$ cat config.mk
export PLATFORM = sky130hd
export DESIGN_NAME = uart_rx_cfg
export DESIGN_NICKNAME = d
export VERILOG_FILES = /design/src/rtl/uart_rx_cfg.sv
export SDC_FILE = /design/constraint.sdc
export NUM_CORES = 1
export LEC_CHECK = 0
export CAP_MARGIN = 0
export CORE_ASPECT_RATIO = 1.2
export CORE_MARGIN = 2
export CORE_UTILIZATION = 61
export CTS_BUF_LIST = sky130_fd_sc_hd__clkbuf_16
export DETAILED_ROUTE_END_ITERATION = 6
export PLACE_DENSITY = 0.83
export SLEW_MARGIN = 20
export SYNTH_ARGS = -nofsm -noshare
export SYNTH_HDL_FRONTEND = slang
export SYNTH_SLANG_ARGS = --single-unit
$ cat constraint.sdc
create_clock -name clk_i -period 3.4 [get_ports clk_i]
set_input_delay 0.51 -clock clk_i [delete_from_list [all_inputs] [get_ports clk_i]]
set_output_delay 0.51 -clock clk_i [all_outputs]
set_load 0.01 [all_outputs]
$ cat src/rtl/uart_rx_cfg.sv
// Configurable UART receiver: 2-flop synchronizer, mid-bit sampling,
// optional parity, 1 or 2 stop bits, break/line-low recovery.
module uart_rx_cfg #(
   parameter int CLKS_PER_BIT = 87,
   parameter int DATA_BITS    = 8,
   parameter int PARITY_EN    = 0,
   parameter int PARITY_ODD   = 0,
   parameter int STOP_BITS    = 1
) (
   input  logic                 clk_i,
   input  logic                 rst_ni,
   input  logic                 rx_i,
   output logic                 rx_dv_o,
   output logic [DATA_BITS-1:0] data_o,
   output logic                 parity_err_o,
   output logic                 frame_err_o,
   output logic                 busy_o
);

   localparam int CW = $clog2(CLKS_PER_BIT);
   localparam logic [CW-1:0] C_FULL = CW'(CLKS_PER_BIT - 1);
   localparam logic [CW-1:0] C_HALF = CW'(CLKS_PER_BIT / 2 - 1);
   localparam logic [3:0]    C_LAST = 4'(DATA_BITS - 1);
   localparam logic          L_ODD  = (PARITY_ODD != 0);
   localparam logic          L_PEN  = (PARITY_EN != 0);
   localparam logic          L_STOP = (STOP_BITS == 2);

   typedef enum logic [2:0] {
      S_IDLE, S_START, S_DATA, S_PARITY, S_STOP, S_WAIT_HIGH
   } state_t;

   state_t               r_state;
   state_t               w_next;
   logic                 r_sync1;
   logic                 r_sync2;
   logic [CW-1:0]        r_cnt;
   logic [3:0]           r_bit;
   logic                 r_stop_idx;
   logic [DATA_BITS-1:0] r_shift;
   logic                 r_par_bad;
   logic                 r_stop_bad;
   logic                 r_fin;
   logic                 w_rx_s;
   logic                 w_half;
   logic                 w_full;
   logic                 w_last_stop;
   logic                 w_sample;

   assign w_rx_s      = r_sync2;
   assign w_half      = (r_cnt == C_HALF);
   assign w_full      = (r_cnt == C_FULL);
   assign w_last_stop = (r_stop_idx == L_STOP);
   assign w_sample    = ((r_state == S_START) && w_half) ||
                        ((r_state == S_DATA)   && w_full) ||
                        ((r_state == S_PARITY) && w_full) ||
                        ((r_state == S_STOP)   && w_full);

   always_ff @(posedge clk_i or negedge rst_ni) begin
      if (!rst_ni) begin
         r_sync1 <= 1'b1;
         r_sync2 <= 1'b1;
      end else begin
         r_sync1 <= rx_i;
         r_sync2 <= r_sync1;
      end
   end

   always_ff @(posedge clk_i or negedge rst_ni) begin
      if (!rst_ni) r_state <= S_IDLE;
      else         r_state <= w_next;
   end

   always_comb begin
      w_next = r_state;
      case (r_state)
         S_IDLE:      if (!w_rx_s) w_next = S_START;
         S_START:     if (w_half) w_next = w_rx_s ? S_IDLE : S_DATA;
         S_DATA:      if (w_full && (r_bit == C_LAST))
                         w_next = L_PEN ? S_PARITY : S_STOP;
         S_PARITY:    if (w_full) w_next = S_STOP;
         // Leaving mid-stop-bit lets a back-to-back start edge be seen
         S_STOP:      if (w_full && w_last_stop)
                         w_next = w_rx_s ? S_IDLE : S_WAIT_HIGH;
         S_WAIT_HIGH: if (w_rx_s) w_next = S_IDLE;
         default:     w_next = S_IDLE;
      endcase
   end

   always_comb begin
      busy_o = (r_state != S_IDLE);
   end

   always_ff @(posedge clk_i or negedge rst_ni) begin
      if (!rst_ni) begin
         r_cnt <= '0;
      end else if ((r_state == S_IDLE) || (r_state == S_WAIT_HIGH) ||
                   (w_next != r_state) || w_sample) begin
         r_cnt <= '0;
      end else begin
         r_cnt <= r_cnt + CW'(1);
      end
   end

   always_ff @(posedge clk_i or negedge rst_ni) begin
      if (!rst_ni) begin
         r_bit        <= '0;
         r_stop_idx   <= 1'b0;
         r_shift      <= '0;
         r_par_bad    <= 1'b0;
         r_stop_bad   <= 1'b0;
         r_fin        <= 1'b0;
         rx_dv_o      <= 1'b0;
         data_o       <= '0;
         parity_err_o <= 1'b0;
         frame_err_o  <= 1'b0;
      end else begin
         r_fin   <= 1'b0;
         rx_dv_o <= r_fin;
         if (r_state == S_START) begin
            r_bit      <= '0;
            r_stop_idx <= 1'b0;
            r_par_bad  <= 1'b0;
            r_stop_bad <= 1'b0;
         end
         if ((r_state == S_DATA) && w_full) begin
            r_shift <= {w_rx_s, r_shift[DATA_BITS-1:1]};
            r_bit   <= r_bit + 4'd1;
         end
         if ((r_state == S_PARITY) && w_full) begin
            r_par_bad <= ((^r_shift) ^ w_rx_s) != L_ODD;
         end
         if ((r_state == S_STOP) && w_full) begin
            if (!w_rx_s) r_stop_bad <= 1'b1;
            r_stop_idx <= r_stop_idx + 1'b1;
            if (w_last_stop) r_fin <= 1'b1;
         end
         // Results publish one cycle after the final stop sample
         if (r_fin) begin
            data_o       <= r_shift;
            parity_err_o <= r_par_bad;
            frame_err_o  <= r_stop_bad;
         end
      end
   end

endmodule
==> After elaboration in Yosys (flattened, before gate mapping) <==
Index checks and enable logic that the tools add are counted.
{ "word_totals": {"register_bits": 39, "elab_cells": 66} }
{ "classes": {"n_addsub": 3, "n_eq_ne": 9, "n_mux": 20, "n_bitwise": 2, "reduce_logical": 18} }
{ "op_table": {"columns": ["cell", "count"], "rows": [
  ["$mux W3", 7],
  ["$pmux W3 S6", 1],
  ["$mux W1", 8],
  ["$mux W4", 2],
  ["$reduce_xor A8 Y1", 1],
  ["$add A7 B1 Y7 const B", 1],
  ["$eq A7 B6 Y1 const B", 1],
  ["$eq A7 B7 Y1 const B", 1],
  ["$mux W7", 1],
  ["$eq A3 B2 Y1 const B", 2],
  ["$eq A3 B3 Y1 const B", 2],
  ["$logic_and A1 B1 Y1", 6],
  ["$logic_or A1 B1 Y1", 6],
  ["$reduce_bool A2 Y1", 3],
  ["$add A4 B1 Y4 const B", 1],
  ["$eq A4 B3 Y1 const B", 1],
  ["$eq A3 B1 Y1 const B", 1],
  ["$logic_not A3 Y1", 1],
  ["$ne A3 B3 Y1", 1],
  ["$reduce_bool A3 Y1", 1],
  ["$mux W2", 1],
  ["$add A1 B1 Y1 const B", 1],
  ["$not A1 Y1", 1],
  ["$xor A1 B1 Y1", 1]
]} }

==> Depth between registers and ports, before layout <==
Gate-level depths: netlist of the first run.
{ "depth": {"word_depth": 8, "depth_mapped": 7, "ltp_nobuf": 6} }

==> Worst setup path before layout of the first run <==
Ideal clock, no wire load.
{ "synth_path": {"path_type": "register to register", "startpoint": "reg r_cnt[0]", "endpoint": "reg r_shift[2]", "setup_ps": 127, "arrival_ps": 1655, "required_ps": 3273, "setup_slack_ps": 1617, "stages_incl_launch_ff": 7, "synth_period_minus_slack_ps": 1783, "cell_sequence": "dfrtp_1 -> inv_1 -> ha_1 -> nand3b_1 -> nor3_4 -> buf_6 -> mux2_1"} }
{ "synth_via": {"elab_chain_len": 2} }
{ "synth_rtl": {"columns": ["item", "line_no", "rtl"], "rows": [
  ["start, declared", "36", "logic [CW-1:0] r_cnt;"],
  ["start signal, assigned", "100", "r_cnt <= r_cnt + CW'(1);"],
  ["$eq A7 B7 Y1", "51", "assign w_full = (r_cnt == C_FULL);"],
  ["$logic_and A1 B1 Y1", "125", "if ((r_state == S_DATA) && w_full) begin"],
  ["end signal, assigned", "126", "r_shift <= {w_rx_s, r_shift[DATA_BITS-1:1]};"],
  ["end, declared", "39", "logic [DATA_BITS-1:0] r_shift;"]
]} }
No other way between the ends.
A chain may end at the register's enable or synchronous reset.

==> Worst setup path after layout of the first run <==
{ "layout_path": {"startpoint": "reg r_cnt[0]", "endpoint": "reg r_bit[3]"} }
{ "layout_via": {"elab_chain_len": 3, "word_cells_on_any_way": 4, "cone_classes": "1 x eq/ne; 1 x mux; 2 x reduce/logical"} }
{ "layout_rtl": {"columns": ["item", "line_no", "rtl"], "rows": [
  ["$eq A7 B7 Y1 *", "51", null],
  ["$logic_and A1 B1 Y1 *", "125", null],
  ["$mux W4 or $reduce_bool A2 Y1 (tied branches)", null, null],
  ["end signal, assigned", "127", "r_bit <= r_bit + 4'd1;"],
  ["end, declared", "37", "logic [3:0] r_bit;"]
]} }
Every way passes the cells marked *; elsewhere a longest branch is shown, timed or not.

==> flow_summary.json, run 1 <==
{
  "synth_adder_area_share_pct": 2.008,
  "synth_top_area_share_pct": 49.53,
  "synth_seq_cells": 39,
  "globalplace.congestion": 0.8412,
  "clkLatencyLatePin_ps": 280,
  "slew_viol_final": 0,
  "die-area_sq_mm": 0.003525,
  "cts_resized": 0,
  "status": "complete, no violations",
  "cts_sinks": 39,
  "seq_power_share_pct": 49.8,
  "path_class": "flip-flop to flip-flop",
  "ant_nets": 0,
  "cp-startpoint": "r_cnt[0]$_DFF_PN0_",
  "chipWidth_um": 54.54,
  "skew_ps": 2.240,
  "reg2reg_to": "r_bit[3]$_DFFE_PN0P_",
  "drive_gt1_share_pct": 16.87,
  "finalNetCount": 171,
  "reg2regPathDepth": 6,
  "relSlewSlack_pct": 44.98,
  "grt_pass1_wl_um": 5485,
  "required_ps": 3570,
  "ys_top_cells_by_area": "dfrtp_1 (50%), mux2_2 (7.8%), mux2_1 (3.6%)",
  "drc": 0,
  "grt_remaining_overflow": 0,
  "path_clk_slew_ps": 50,
  "yosysWarnings": 0,
  "cts_tree": "yes",
  "clock_path_buffers": 2,
  "min_path_type": "input port to asynchronous set/reset pin",
  "async_flop_share_pct": 100.0,
  "root_buffer": "clkbuf_16",
  "die_h_um": 64.64,
  "tightest_slew_ps": 825.3,
  "synth_compound_gate_area_share_pct": 8.635,
  "grt_max_degree": 40,
  "syn-num-nets": 156,
  "swShare_pct": 22.43,
  "antenna_found_initial": 0,
  "first_global_vias": 1204,
  "synth.distinct_cells": 46,
  "critPathArrivalTime_ps": 2320,
  "yosys.area.top_type": "dfrtp_1",
  "initialDrtViolationCount": 35,
  "core-area_sq_mm": 0.003000,
  "htree_levels": 2,
  "num_io_pins": 15,
  "rsz0062_at_grt": "false",
  "rows": 22,
  "fmax_mhz": 464.8,
  "post-cts-setup-buffers": 0,
  "cp_max_fo": 16,
  "yosys.area_share.xor_xnor_pct": 6.359,
  "final-setup-viol-count": 0,
  "synth_edf_count": 0,
  "antenna_cells": 0,
  "seq_area_frac_synth_pct": 52.34,
  "power_switching_w": 0.0002199,
  "synth_cells": 150,
  "port_buffers": 14,
  "r2r_slack_ps": 1250,
  "r2r-start": "r_cnt[0]$_DFF_PN0_",
  "cp-start-kind": "flip-flop",
  "crit_path_end_kind": "flip-flop",
  "p_int_w": 0.0007605,
  "synthSimpleGateAreaFrac_pct": 16.53,
  "fin_setup_tns_ps": 0,
  "synth_top_family_by_area": "simple AND/OR/NAND/NOR gates",
  "post-dp-hpwl_um": 2252,
  "muxShareOfSynthArea_pct": 11.98,
  "num_vias": 1208,
  "syn-cell-area_sq_mm": 0.001869,
  "cts_made_buffers": 5,
  "start_util_pct": 62.30,
  "share_comb_of_total_power_pct": 5.5,
  "vdd_ir_drop_max_v": 0.0004355,
  "fin_hold_ws_ps": 326.3,
  "cts_hold_buf": 0,
  "min_period_ps": 2151,
  "grt.total_usage_pct": 22.31,
  "wl_um": 3300,
  "synth-main-ff-cell": "dfrtp_1",
  "vias_per_cell": 5.980,
  "synthToLayoutAreaGrowth_pct": 15.39,
  "drt-pass1-iter-count": 4,
  "final-hold-violation-count": 0,
  "wire_per_inst_um": 16.34,
  "fin_crit_sh_pct": 63.27,
  "leakagePower_nw": 0.9981,
  "clockPowerShare_pct": 44.7,
  "power_density_mw_per_mm2": 454.5,
  "syn_avg_cell_area_sq_um": 12.46,
  "cap_violations": 0
}
-- placed cells by master (no fill, tap or decap), drive strengths merged, types with 3 or more instances in the layout --
master         instances
nand2                  4
dfrtp                 37
nand2b                 6
xnor2                  7
clkbuf                 5
xor2                   4
ha                     3
nor2                  14
nor2b                  3
mux2                  19
nand3                  6
o21ai                  6
clkdlybuf4s50         13
-- critical path, stage by stage (launching register included) --
cell      delay, ps
dfrtp_1         400
inv_1            70
ha_1            300
nand3b_1        240
nor3_4          560
nor2_1          150
a211o_1         320
-- routing by layer --
| layer | vias up | part of all wire [%] | GRT usage (%) |
|---|---|---|---|
| met5 | - | 0 | 0 |
| met4 | 0 | 3.1 | 11.88 |
| met3 | 9 | 5.1 | 6.682 |
| met2 | 38 | 53 | 36.60 |
| met1 | 596 | 39 | 25.16 |
| li1 | 565 | - | - |
-- worst max-delay path by stage --
stage / to / slack, ps / cells past startpoint
6_report: r_bit[3]$_DFFE_PN0P_ / 1250 / 6
5_1_grt: r_bit[3]$_DFFE_PN0P_ / 1070 / 6
4_1_cts: r_bit[3]$_DFFE_PN0P_ / 1240 / 6
3_5_place_dp: r_bit[3]$_DFFE_PN0P_ / 1250 / 6
3_3_place_gp: r_bit[3]$_DFFE_PN0P_ / 1390 / 6
2_1_floorplan: r_shift[2]$_DFFE_PN0P_ / 1620 / 6
-- metrics by stage --
stage                     setup slack [ps]  instance area, sq um  std cells   power, W  util [%]
after floorplan                       1617                  1869        150  0.0005290         -
after global placement                1387                  2017        194  0.0005474     67.22
after detailed placement              1251                  2017        194  0.0005501     67.22
after CTS                             1237                  2157        202  0.0009912     71.89
after global routing                  1075                  2157        202   0.001020     71.89
final                                 1249                  2157        202  0.0009804     71.89
-- final cells by class --
cell class              count  area, sq um
clock buffers               5        125.1
repair buffers             14        135.1
fillers                   214        843.3
flip-flops and latches     39        978.4
clock inverters             3        15.01
multi-input cells         103        850.8
well taps                  36        45.04
inverters                   2        7.507
-- Yosys cell counts, types with 2 or more instances --
| cell | number |
|---|---|
| xor2_1 | 4 |
| nor4_1 | 2 |
| and3_1 | 2 |
| inv_1 | 2 |
| ha_1 | 3 |
| xnor2_1 | 7 |
| a21oi_1 | 2 |
| dfrtp_1 | 37 |
| nor2_1 | 14 |
| buf_2 | 2 |
| nand2_1 | 4 |
| nor2b_1 | 3 |
| clkbuf_1 | 3 |
| o21ai_0 | 5 |
| nand2b_1 | 6 |
| nand3_1 | 5 |
| mux2_1 | 6 |
| mux2_2 | 13 |
| dfstp_2 | 2 |
| o31ai_1 | 2 |
-- power by group through the flow --
| stage | clock [W] | combinational (W) | sequential, W |
|---|---|---|---|
| 2_1_floorplan | 0 | 0.0000406 | 0.000488 |
| 3_3_place_gp | 0 | 0.0000526 | 0.000495 |
| 3_5_place_dp | 0 | 0.0000543 | 0.000496 |
| 4_1_cts | 0.000448 | 0.0000551 | 0.000488 |
| 5_1_grt | 0.000470 | 0.0000612 | 0.000489 |
| 6_report | 0.000438 | 0.0000543 | 0.000488 |
-- cells by family after synthesis --
kind of cell | after synthesis
mux | 20
flops | 39
fa+ha+maj | 3
compound gates | 21
simple gates | 47
buf+inv | 8
xor+xnor | 12
-- flip-flops by register name (all words and copies together), names as in the netlist --
register      cells
r_shift           8
r_sync2           1
r_state           3
r_cnt             7
data_o            8
r_fin             1
r_stop_bad        1
r_bit             4
r_sync1           1
parity_err_o      1
frame_err_o       1
r_par_bad         1
r_stop_idx        1
rx_dv_o           1
No activity file was read; power rests on OpenSTA's default activity.
==> run 2: changes to the inputs <==
- CORE_UTILIZATION: 61 -> 57
- PLACE_DENSITY: 0.83 -> 0.78
- clock period: 3.4 -> 2 ns (I/O delays scaled with it)
==> run 2 against run 1 <==
Sequential share of layout area fell by 0.23 points. Largest power group unchanged. Non-clock buffer count rose by 2. Critical endpoint is now busy_o. Cell count rose by 0.99%. Final area rose by 0.64%. Critical path depth fell by 3. Clock power rose by 68%. Critical path type is now flip-flop to primary output. Register-to-register slack got worse by 1000 ps.
==> flow_summary.json, run 2 (synthesis results as in run 1) <==
{
  "status": "complete, no violations",
  "reg2reg_to": "r_bit[3]$_DFFE_PN0P_",
  "required_ps": 1700,
  "initialDrtViolationCount": 56,
  "fmax_mhz": 528.4,
  "cts_made_buffers": 5,
  "first_global_vias": 1269,
  "fin_area_sq_mm": 0.002171,
  "leakagePower_nw": 1.019,
  "final-setup-viol-count": 0,
  "grt_pass1_wl_um": 6092,
  "slew_viol_final": 0,
  "cap_violations": 0,
  "antenna_found_initial": 0,
  "crit_buf_inv": 1,
  "finalNetCount": 173,
  "fill_cells": 230,
  "clkLatencyLatePin_ps": 280,
  "ant_nets": 0,
  "tightest_slew_ps": 825.0,
  "critPathSlowestCell": "dfrtp_1",
  "r2r-start": "r_cnt[0]$_DFF_PN0_",
  "fin_crit_sh_pct": 94.62,
  "drt-pass1-iter-count": 4,
  "final-hold-violation-count": 0,
  "max_stage_delay_ps": 490,
  "cp-start-kind": "flip-flop",
  "placed_area_sq_mm": 0.002032,
  "post-dp-hpwl_um": 2378,
  "root_buffer": "clkbuf_16",
  "crit_path_end_kind": "primary output",
  "antenna_cells": 0,
  "path_cells": "nor2_1 > nand2_1 > clkdlybuf4s50_1",
  "critPathArrivalTime_ps": 1590,
  "drive_gt1_share_pct": 18.45,
  "start_util_pct": 60.63,
  "fin_setup_tns_ps": 0,
  "chipWidth_um": 56.28,
  "min_path_type": "input port to asynchronous set/reset pin",
  "vdd_ir_drop_max_v": 0.0006198,
  "drc": 0,
  "cts_resized": 0,
  "finalCoreUtilization_pct": 70.41,
  "path_class": "flip-flop to primary output",
  "wire_per_inst_um": 16.52,
  "mostFrequentLayoutCell": "dfrtp_1",
  "r2r_slack_ps": 230,
  "post-cts-setup-buffers": 0,
  "power_density_mw_per_mm2": 764.2,
  "cts_sinks": 39,
  "min_period_ps": 1892,
  "path_clk_slew_ps": 50,
  "relSlewSlack_pct": 45.00,
  "final_cell_mix": "dfrtp_1 (36), nor2_1 (14), mux2_2 (13), clkdlybuf4s50_1 (13), xnor2_1 (7)",
  "vias_per_cell": 5.956,
  "cp_max_fo": 11,
  "instances_no_fill": 204,
  "cts_hold_buf": 0,
  "grt.total_usage_pct": 21.76,
  "rsz0062_at_grt": "false",
  "path_depth": 3,
  "clock_path_buffers": 2,
  "num_vias": 1215,
  "htree_levels": 2,
  "grt_max_degree": 40,
  "synthToLayoutAreaGrowth_pct": 16.13,
  "globalplace.congestion": 0.8653,
  "grt_remaining_overflow": 0,
  "cts_tree": "yes",
  "die-area_sq_mm": 0.003755,
  "core-area_sq_mm": 0.003083,
  "rows": 22,
  "skew_ps": 3.629,
  "port_buffers": 14,
  "dpl.cell_count": 196,
  "path_delay_family": "flip-flops",
  "die_h_um": 66.73,
  "wl_um": 3370,
  "reg2regPathDepth": 7,
  "num_io_pins": 15,
  "largestRegisters": "data_o: 8 flops, r_shift: 8 flops, r_cnt: 7 flops"
}
-- run 2: area by class of cell --
cell class	count	area, sq um	area share, %
Inverter	2	7.507	0.3458
Multi-Input combinational cell	103	850.8	39.19
Tap cell	36	45.04	2.075
Timing Repair Buffer	16	150.1	6.916
Clock inverter	3	12.51	0.5764
Sequential cell	39	979.7	45.13
Clock buffer	5	125.1	5.764
-- run 2: worst register-to-register path, cell delays in order (launching register included) --
cell	delay, ps
dfrtp_1	400
inv_1	70
ha_1	160
nand3b_1	220
nor3_4	180
buf_4	240
nor2_1	90
a211o_1	290
-- run 2: how the worst max path moves through the flow --
| stage | endpoint | slack, ps | from |
|---|---|---|---|
| after floorplan | r_shift[2]$_DFFE_PN0P_ | 220 | r_cnt[0]$_DFF_PN0_ |
| after global placement | r_bit[3]$_DFFE_PN0P_ | 290 | r_cnt[0]$_DFF_PN0_ |
| after detailed placement | r_bit[3]$_DFFE_PN0P_ | 250 | r_cnt[0]$_DFF_PN0_ |
| after CTS | busy_o | 60 | r_state[1]$_DFF_PN0_ |
| after global routing | busy_o | 10 | r_state[2]$_DFF_PN0_ |
| final | busy_o | 110 | r_state[2]$_DFF_PN0_ |
-- run 2: power by group --
group          internal, W  switching, W  total [W]  leakage, nW
Clock             0.000450      0.000284   0.000734       0.0762
Combinational    0.0000376     0.0000574  0.0000950        0.413
Sequential        0.000806     0.0000239   0.000830        0.529
Total              0.00129      0.000366    0.00166         1.02
-- run 2: through the flow --
stage          worst slack, ps  hold slack [ps]  total power [W]
6_report                 107.6            121.6         0.001659
5_1_grt                  14.21            186.4         0.001730
4_1_cts                  63.84            151.6         0.001675
3_5_place_dp             248.1            354.8        0.0009402
3_3_place_gp             293.4            345.8        0.0009340
2_1_floorplan            217.2            4.409        0.0008993
-- run 2: routing by layer --
layer  global-route usage [%]  wire [um]
met3                    4.078         96
met1                    25.95       1337
met4                    11.01        115
met2                    37.65       1821
met5                        0          0
==> run 3: changes to the inputs <==
- REMOVE_ABC_BUFFERS: not set -> 1
==> run 3 against run 2 <==
Clock skew rose by 1.5 ps. Final area rose by 1.6%. Cell count rose by 0.49%. Core utilization rose by 1.1 points. Die area did not move. Combinational power rose by 12%. Via count fell by 1.6%. Global-route usage fell by 0.22 points. Sequential power barely moved. Largest power group is now clock.
==> flow_summary.json, run 3 (synthesis results as in run 1) <==
{
  "status": "complete, no violations",
  "drt-pass1-iter-count": 4,
  "clkLatencyLatePin_ps": 280,
  "crit_path_end_kind": "primary output",
  "initialDrtViolationCount": 49,
  "grt.total_usage_pct": 21.54,
  "synthToLayoutAreaGrowth_pct": 17.94,
  "r2r-start": "r_cnt[0]$_DFF_PN0_",
  "cts_made_buffers": 5,
  "reg2regPathDepth": 7,
  "fin_hold_ws_ps": 128.4,
  "die-area_sq_mm": 0.003755,
  "cp-start-kind": "flip-flop",
  "finalCoreUtilization_pct": 71.51,
  "grt_remaining_overflow": 0,
  "antenna_cells": 0,
  "slew_viol_final": 0,
  "die_h_um": 66.73,
  "fin_setup_tns_ps": 0,
  "start_util_pct": 60.63,
  "final-setup-viol-count": 0,
  "drc": 0,
  "skew_ps": 5.105,
  "finalNetCount": 174,
  "fin_crit_sh_pct": 95.02,
  "r2r_slack_ps": 230,
  "num_io_pins": 15,
  "total_power_w": 0.001818,
  "num_vias": 1196,
  "htree_levels": 2,
  "fill_cells": 225,
  "mostFrequentLayoutCell": "dfrtp_1",
  "root_buffer": "clkbuf_16",
  "min_path_type": "input port to asynchronous set/reset pin",
  "vias_per_cell": 5.834,
  "grt_pass1_wl_um": 5920,
  "final-hold-violation-count": 0,
  "cap_violations": 0,
  "core-area_sq_mm": 0.003083,
  "leakagePower_nw": 1.029,
  "critPathArrivalTime_ps": 1600,
  "port_buffers": 14,
  "antenna_found_initial": 0,
  "globalplace.congestion": 0.8429,
  "tightest_slew_ps": 848.1,
  "largestRegisters": "data_o: 8 flops, r_shift: 8 flops, r_cnt: 7 flops",
  "rsz0062_at_grt": "false",
  "cts_sinks": 39,
  "grt_max_degree": 40,
  "vdd_ir_drop_max_v": 0.0008438,
  "min_period_ps": 1900,
  "chipWidth_um": 56.28,
  "reg2reg_to": "r_bit[3]$_DFFE_PN0P_",
  "required_ps": 1700,
  "wire_per_inst_um": 17.16,
  "relSlewSlack_pct": 43.46,
  "post-dp-hpwl_um": 2511,
  "cts_tree": "yes",
  "final_cell_mix": "dfrtp_1 (36), nor2_1 (14), mux2_2 (13), clkdlybuf4s50_1 (13), xnor2_1 (7)",
  "fmax_mhz": 526.2,
  "first_global_vias": 1229,
  "path_class": "flip-flop to primary output",
  "cp_max_fo": 11,
  "power_density_mw_per_mm2": 824.6,
  "path_clk_slew_ps": 60,
  "post-cts-setup-buffers": 0,
  "wl_um": 3517,
  "rows": 22,
  "clock_path_buffers": 2,
  "ant_nets": 0,
  "drive_gt1_share_pct": 19.53
}
## run 3: cell types whose count changed in the layout (fill, tap and decap cells not counted), sizes merged
| cell | previous run | this run |
|---|---|---|
| clkinv | 1 | 2 |
| buf | 3 | 4 |
| inv | 4 | 2 |
| bufinv | 0 | 1 |
## run 3: timing repair
item                                    CTS  global route
hold buffers                              0             0
resized for setup                         0             1
endpoints found under the setup margin    0             1
## run 3: worst max-delay path by stage
stage | from | endpoint
floorplan | r_cnt[0]$_DFF_PN0_ | r_bit[3]$_DFFE_PN0P_
global placement | r_cnt[0]$_DFF_PN0_ | r_bit[3]$_DFFE_PN0P_
detailed placement | r_cnt[0]$_DFF_PN0_ | r_cnt[3]$_DFF_PN0_
CTS | r_state[1]$_DFF_PN0_ | busy_o
global route | r_state[2]$_DFF_PN0_ | busy_o
finish | r_state[2]$_DFF_PN0_ | busy_o
## run 3: critical path, cell delays in order (launching register included)
cell and delay, ps:
dfrtp_1 490, nor2_1 270, nand2_1 80, clkdlybuf4s50_1 480
## run 3: area by class of cell
type / instances / area (sq um) / area share, %
clock inverters: 3 / 38.79 / 1.759
multi-input cells: 103 / 850.8 / 38.59
clock buffers: 5 / 125.1 / 5.675
well taps: 36 / 45.04 / 2.043
repair buffers: 17 / 157.7 / 7.151
flip-flops and latches: 39 / 979.7 / 44.44
inverters: 2 / 7.507 / 0.3405
## run 3: per-stage QoR
| stage | instances | instance area (sq um) | worst slack [ps] |
|---|---|---|---|
| 3_5_place_dp | 197 | 2039 | 229.7 |
| 6_report | 205 | 2205 | 99.61 |
| 2_1_floorplan | 144 | 1837 | 133.8 |
| 4_1_cts | 205 | 2203 | 59.70 |
| 5_1_grt | 205 | 2205 | 39.68 |
| 3_3_place_gp | 197 | 2039 | 317.2 |
## run 3: routing by layer
layer  vias up  GRT usage (%)  share of wire, %
li1        575              -                 -
met2        36          37.65                52
met4         0          6.845               1.6
met3         7          6.602               4.4
met1       578          25.42                42
met5         -              0                 0
## run 3: power breakdown
| group | switching (W) | internal (W) |
|---|---|---|
| sequential | 0.0000222 | 0.000806 |
| clock | 0.000303 | 0.000581 |
| combinational | 0.0000640 | 0.0000417 |
| total | 0.000389 | 0.00143 |
==> patch 1, RTL diff (config.mk and constraints of run 3) <==
Register the output `data_o` once more, with the module's reset; this adds one clock of latency there. The other outputs are not delayed to match.
--- a/src/rtl/uart_rx_cfg.sv
+++ b/src/rtl/uart_rx_cfg.sv
@@ -28,6 +28,8 @@
    typedef enum logic [2:0] {
       S_IDLE, S_START, S_DATA, S_PARITY, S_STOP, S_WAIT_HIGH
    } state_t;
+
+   logic [DATA_BITS-1:0] data_s0;
 
    state_t               r_state;
    state_t               w_next;
@@ -110,7 +112,7 @@
          r_stop_bad   <= 1'b0;
          r_fin        <= 1'b0;
          rx_dv_o      <= 1'b0;
-         data_o       <= '0;
+         data_s0      <= '0;
          parity_err_o <= 1'b0;
          frame_err_o  <= 1'b0;
       end else begin
@@ -136,11 +138,19 @@
          end
          // Results publish one cycle after the final stop sample
          if (r_fin) begin
-            data_o       <= r_shift;
+            data_s0      <= r_shift;
             parity_err_o <= r_par_bad;
             frame_err_o  <= r_stop_bad;
          end
       end
    end
 
+   always_ff @(posedge clk_i or negedge rst_ni) begin
+      if (!rst_ni) begin
+         data_o <= '0;
+      end else begin
+         data_o <= data_s0;
+      end
+   end
+
 endmodule
Formal check against the unedited RTL: same outputs for any inputs over 10 cycles, from zero or initial values and one cycle with rst_ni low; that may be too few to reach the edited logic, so the function may still have changed.
==> patch 1 against run 3 <==
Die area up 11%. Sequential share of layout area grew 3.7 points. Setup slack worse by 0.032 ns. Routed wire length grew 8.2%. Final area is 11% higher. Power is 9.9% higher. Utilization is 3.0 points lower. Synthesized area grew 12%. Sequential cell count up 8. Non-clock buffer count up 1. Critical endpoint unchanged. Largest power group is now registers.
==> patch 1: results (changes against run 3) <==
| Metric | Value |
|---|---|
| Status | finished, final reports clean (unchanged) |
| Top cells by area, synth | dfrtp_1 54%, mux2_2 7.0%, mux2_4 4.3% (was dfrtp_1 50%, mux2_2 7.8%, mux2_1 3.6%) |
| Largest registers | data_o (8), data_s0 (8), r_shift (8) (was data_o (8), r_shift (8), r_cnt (7)) |
| GPL Wtd Cong | 0.878 (was 0.843) |
| Clk_skew | 0.00416 ns (was 0.00511 ns) |
| Clock Pin Slew Worst Setup and Hold Paths | 0.06 ns (about the same) |
| Cell at the slowest stage of the critical path | dfrtp_1 (unchanged) |
| Total GRT Usage | 20.7% (was 21.5%) |
| Ant diodes | 0 (unchanged) |
| Post-detail-place hpwl | 2720 um (was 2510 um) |
| Grt met2 use | 35.5% (was 37.6%) |
| Post-synth ARST share | 100% (unchanged) |
| Crit-path max FO | 11 (unchanged) |
| Drt total wl | 3810 um (was 3520 um) |
| Leakage | 1.15 nW (was 1.03 nW) |
| Clock Latency Late Sink | 0.28 ns (about the same) |
| Pre-antenna DRT Iters | 4 (unchanged) |
| Peak per-stage delay on the critical path | 0.49 ns (about the same) |
| Worst VDD drop | 0.464 mV (was 0.844 mV) |
| Pin count of the biggest net entering global routing | 28 (was 40) |
| GR Util met1 | 22.6% (was 25.4%) |
| Post-synth top cells | 45 x dfrtp_1, 14 x nor2_1, 13 x mux2_2 (was 37 x dfrtp_1, 14 x nor2_1, 13 x mux2_2) |
| Worst-Margin Slew | 0.493 ns (was 0.848 ns) |
| Yosys warns | 0 (unchanged) |
| Clock root buffer | clkbuf_16 (unchanged) |
| Seq/Total Area, Yosys | 56.3% (was 52.3%) |
| Vias in the first global route | 1,403 (was 1,229) |
| Post-DRT Antenna Nets | 0 (unchanged) |
| Post-synth cell types | 46 (unchanged) |
| Initial drt markers | 80 (was 49) |
| Critical path's top delay family | flip-flops (unchanged) |
| # H-tree levels | 2 (unchanged) |
| Share of cells above drive strength 1 | 21.5% (was 19.5%) |
| Drt via density | 5.93 (was 5.83) |
| Deepest clock path buffer count | 2 (unchanged) |
| Total CTS buffers | 5 (unchanged) |
| Nets@finish | 183 (was 174) |
| Main flop type after synthesis | dfrtp_1 (unchanged) |
| Arrival time at the worst endpoint | 1.63 ns (was 1.60 ns) |
| Met3 GRT Util | 6.85% (was 6.60%) |
| Initial antenna violation count | 0 (unchanged) |
| First-pass GRT wire length | 6350 um (was 5920 um) |
| IO Port Bufs | 14 (unchanged) |
| HP Class | reg2reg (was in2async) |
| Setup slack, reg-to-reg | 0.23 ns (about the same) |
==> patch 1: changes by cell type after synthesis <==
cell / change
dfrtp_1: +8
mux2_1: -6
mux2_4: +6
==> patch 1: what timing repair did <==
action	CTS	global route
setup endpoints to repair	0	1
endpoints found under the hold margin	18	0
resized for setup	0	1
hold buffers	1	0
setup buffers	0	0
==> patch 1: cell families (layout without fill, tap and decap cells) <==
kind of cell	count (synthesis)	count (layout)	synth area share, %
fa+ha+maj	3	3	1.79
xor+xnor	12	12	5.68
buf+inv	8	27	1.91
flops	47	47	56.3
mux	20	20	11.8
simple gates	47	47	14.8
compound gates	21	21	7.72
==> patch 1: through the flow <==
step	instances	hold slack, ns	area (sq um)	setup slack, ns
global placement	208	0.291	2280	0.331
CTS	216	0.358	2450	0.0142
floorplan	152	0.00441	2060	0.0469
finish	216	0.356	2450	0.0679
global route	216	0.364	2450	-0.00369
detailed placement	208	0.295	2280	0.246
==> patch 1: layout make-up <==
class                   instances  area [sq um]
clock inverters                 2          33.8
flip-flops and latches         47          1180
well taps                      39          48.8
inverters                       2          7.51
multi-input cells             103           873
fillers                       281          1120
repair buffers                 18           180
clock buffers                   5           125
==> patch 1: worst paths after layout <==
kind | start | to | cells past startpoint
min in group asynchronous | rst_ni | data_o[6] | 2
max reg2reg | r_cnt[0] | r_cnt[5] | 7
min | r_sync1 | r_sync2 | 0
max | r_state[2] | busy_o | 3
min reg2reg | r_sync1 | r_sync2 | 0
max in group asynchronous | rst_ni | r_fin | 3
==> patch 1: where the power goes <==
part	leakage [nW]	switching (mW)	internal (mW)
logic	0.425	0.0641	0.0431
registers	0.641	0.0260	0.968
clock network	0.0811	0.320	0.577
==> patch 1: layer usage <==
metal,vias up,wire (um)
met1,639,1440
met5,-,0
met4,0,95
met2,38,2120
met3,12,151
li1,592,-
==> patch 2, RTL diff (config.mk and constraints of run 3) <==
Made on the original files. The parameter `PARITY_EN` goes from 0 to 1.
--- a/src/rtl/uart_rx_cfg.sv
+++ b/src/rtl/uart_rx_cfg.sv
@@ -3,7 +3,7 @@
 module uart_rx_cfg #(
    parameter int CLKS_PER_BIT = 87,
    parameter int DATA_BITS    = 8,
-   parameter int PARITY_EN    = 0,
+   parameter int PARITY_EN    = 1,
    parameter int PARITY_ODD   = 0,
    parameter int STOP_BITS    = 1
 ) (
Behaviour: no difference found for any inputs over 10 cycles, from zero or initial values and one cycle with rst_ni low; that may be too few to reach the edited logic, so the function may still have changed.
==> patch 2 against run 3 <==
The flow now finishes with violations (hold timing). Cell count is 4.9% higher. Power fell by 0.53%. Register-to-register slack got worse by 0.05 ns. First-iteration DRC count is 4.1% lower. Worst hold slack got worse by 0.13 ns. Setup slack got worse by 0.022 ns. Final area grew 0.40%. Synthesized area is 0.94% lower. Routed wire length down 4.0%. Sequential cell count unchanged. Count of clock-buffer cells in the layout is the same. Global-route usage is 0.59 points lower. Critical path type unchanged. Largest cell class unchanged. Largest power group unchanged.
==> patch 2: results (changes against run 3) <==
| Metric | Value |
|---|---|
| Status | finished, violations left (was finished, final reports clean) |
| Failing checks | hold timing |
| ClkCell Share | 7.41% (was 7.43%) |
| Deepest clock path buffer count | 2 (unchanged) |
| Drt total wl | 3380 um (was 3520 um) |
| Max-slew headroom | 63.9% (was 43.5%) |
| Nets@finish | 184 (was 174) |
| Crit-path max FO | 14 (was 11) |
| Post-DP Area | 2050 sq um (was 2040 sq um) |
| Avg Cell Area, Syn | 11.7 sq um (was 12.5 sq um) |
| Arrival time at the worst endpoint | 1.62 ns (was 1.60 ns) |
| Drt via density | 5.96 (was 5.83) |
| GPL Wtd Cong | 0.845 (was 0.843) |
| Post-synth top cells | 37 x dfrtp_1, 18 x mux2_2, 13 x nor2_1 (was 37 x dfrtp_1, 14 x nor2_1, 13 x mux2_2) |
| Clock root buffer | clkbuf_16 (unchanged) |
| Cell at the slowest stage of the critical path | dfrtp_1 (unchanged) |
| Die W | 56.0 um (was 56.3 um) |
| Initial antenna violation count | 0 (unchanged) |
| Postcts setup bufs | 0 (unchanged) |
| Post-synth cell types | 43 (was 46) |
| Fmax | 0.520 GHz (was 0.526 GHz) |
| Setup crit start | r_state[0] (was r_state[2]) |
| Clk_skew | 0.00354 ns (was 0.00511 ns) |
| Peak per-stage delay on the critical path | 0.61 ns (was 0.49 ns) |
| Non-clock inverters | 4 (was 2) |
| Multi-In Gates | 108 (was 103) |
| Ant diodes | 0 (unchanged) |
| Fin. Hold Viols | 6 (was 0) |
| Pre-CTS WS | 0.213 ns (was 0.230 ns) |
| Storage element area | 980 sq um (unchanged) |
| Fill cells | 218 (was 225) |
| RR Endpoint | r_shift[2] (was r_bit[3]) |
| Worst VDD drop | 0.758 mV (was 0.844 mV) |
| Vias in the first global route | 1,287 (was 1,229) |
| Largest area contributor in the netlist | dfrtp_1 (unchanged) |
| Hold Slack | -0.00176 ns (was 0.128 ns) |
| Setup slack, reg-to-reg | 0.18 ns (was 0.23 ns) |
| Total GRT Usage | 20.9% (was 21.5%) |
| Leakage | 1.01 nW (was 1.03 nW) |
| Post-detail-place hpwl | 2360 um (was 2510 um) |
| Non-clock buffers | 20 (was 17) |
| Pin count of the biggest net entering global routing | 27 (was 40) |
| Area of the multi-input gates | 830 sq um (was 851 sq um) |
| Seq/Total Area, Yosys | 52.8% (was 52.3%) |
| Cells after DPL | 207 (was 197) |
| Top cells by area, synth | dfrtp_1 50%, mux2_2 11%, xnor2_1 3.3% (was dfrtp_1 50%, mux2_2 7.8%, mux2_1 3.6%) |
| Worst-case reg-to-reg path depth | 5 (was 7) |
| First-pass GRT wire length | 5900 um (was 5920 um) |
| Post-CTS sizing | 0 (unchanged) |
| FF+latch count, synth | 39 (unchanged) |
| Non-clk buf share | 8.14% (was 7.15%) |
| Yosys top cell area share | 50.0% (was 49.5%) |
| Largest registers | data_o (8), r_shift (8), r_cnt (7) (unchanged) |
| Initial drt markers | 47 (was 49) |
| Post-layout util | 71.8% (was 71.5%) |
| Pre-antenna DRT Iters | 4 (unchanged) |
| Share of cells above drive strength 1 | 24.6% (was 19.5%) |
| Routed WL per cell | 15.7 um (was 17.2 um) |
==> patch 2: cells by family (layout without fill, tap and decap cells) <==
logic type	after synthesis	after routing	share of synthesized area (%)
simple gates	54	54	17.1
flops	39	39	52.8
compound gates	21	21	8.18
mux	18	18	10.9
xor+xnor	12	12	6.42
buf+inv	11	32	2.50
fa+ha+maj	3	3	2.03
==> patch 2: where the power goes <==
| part | total, mW | switching (mW) | internal (mW) |
|---|---|---|---|
| Combinational | 0.0976 | 0.0526 | 0.0450 |
| Sequential | 0.831 | 0.0256 | 0.806 |
| Clock | 0.879 | 0.299 | 0.581 |
| Total | 1.81 | 0.377 | 1.43 |
==> patch 2: metal layers <==
metal  part of all wire [%]  track usage, %
met2                     52            36.5
met4                    1.8            9.52
met3                    4.4            4.50
met5                      0               0
met1                     41            24.8
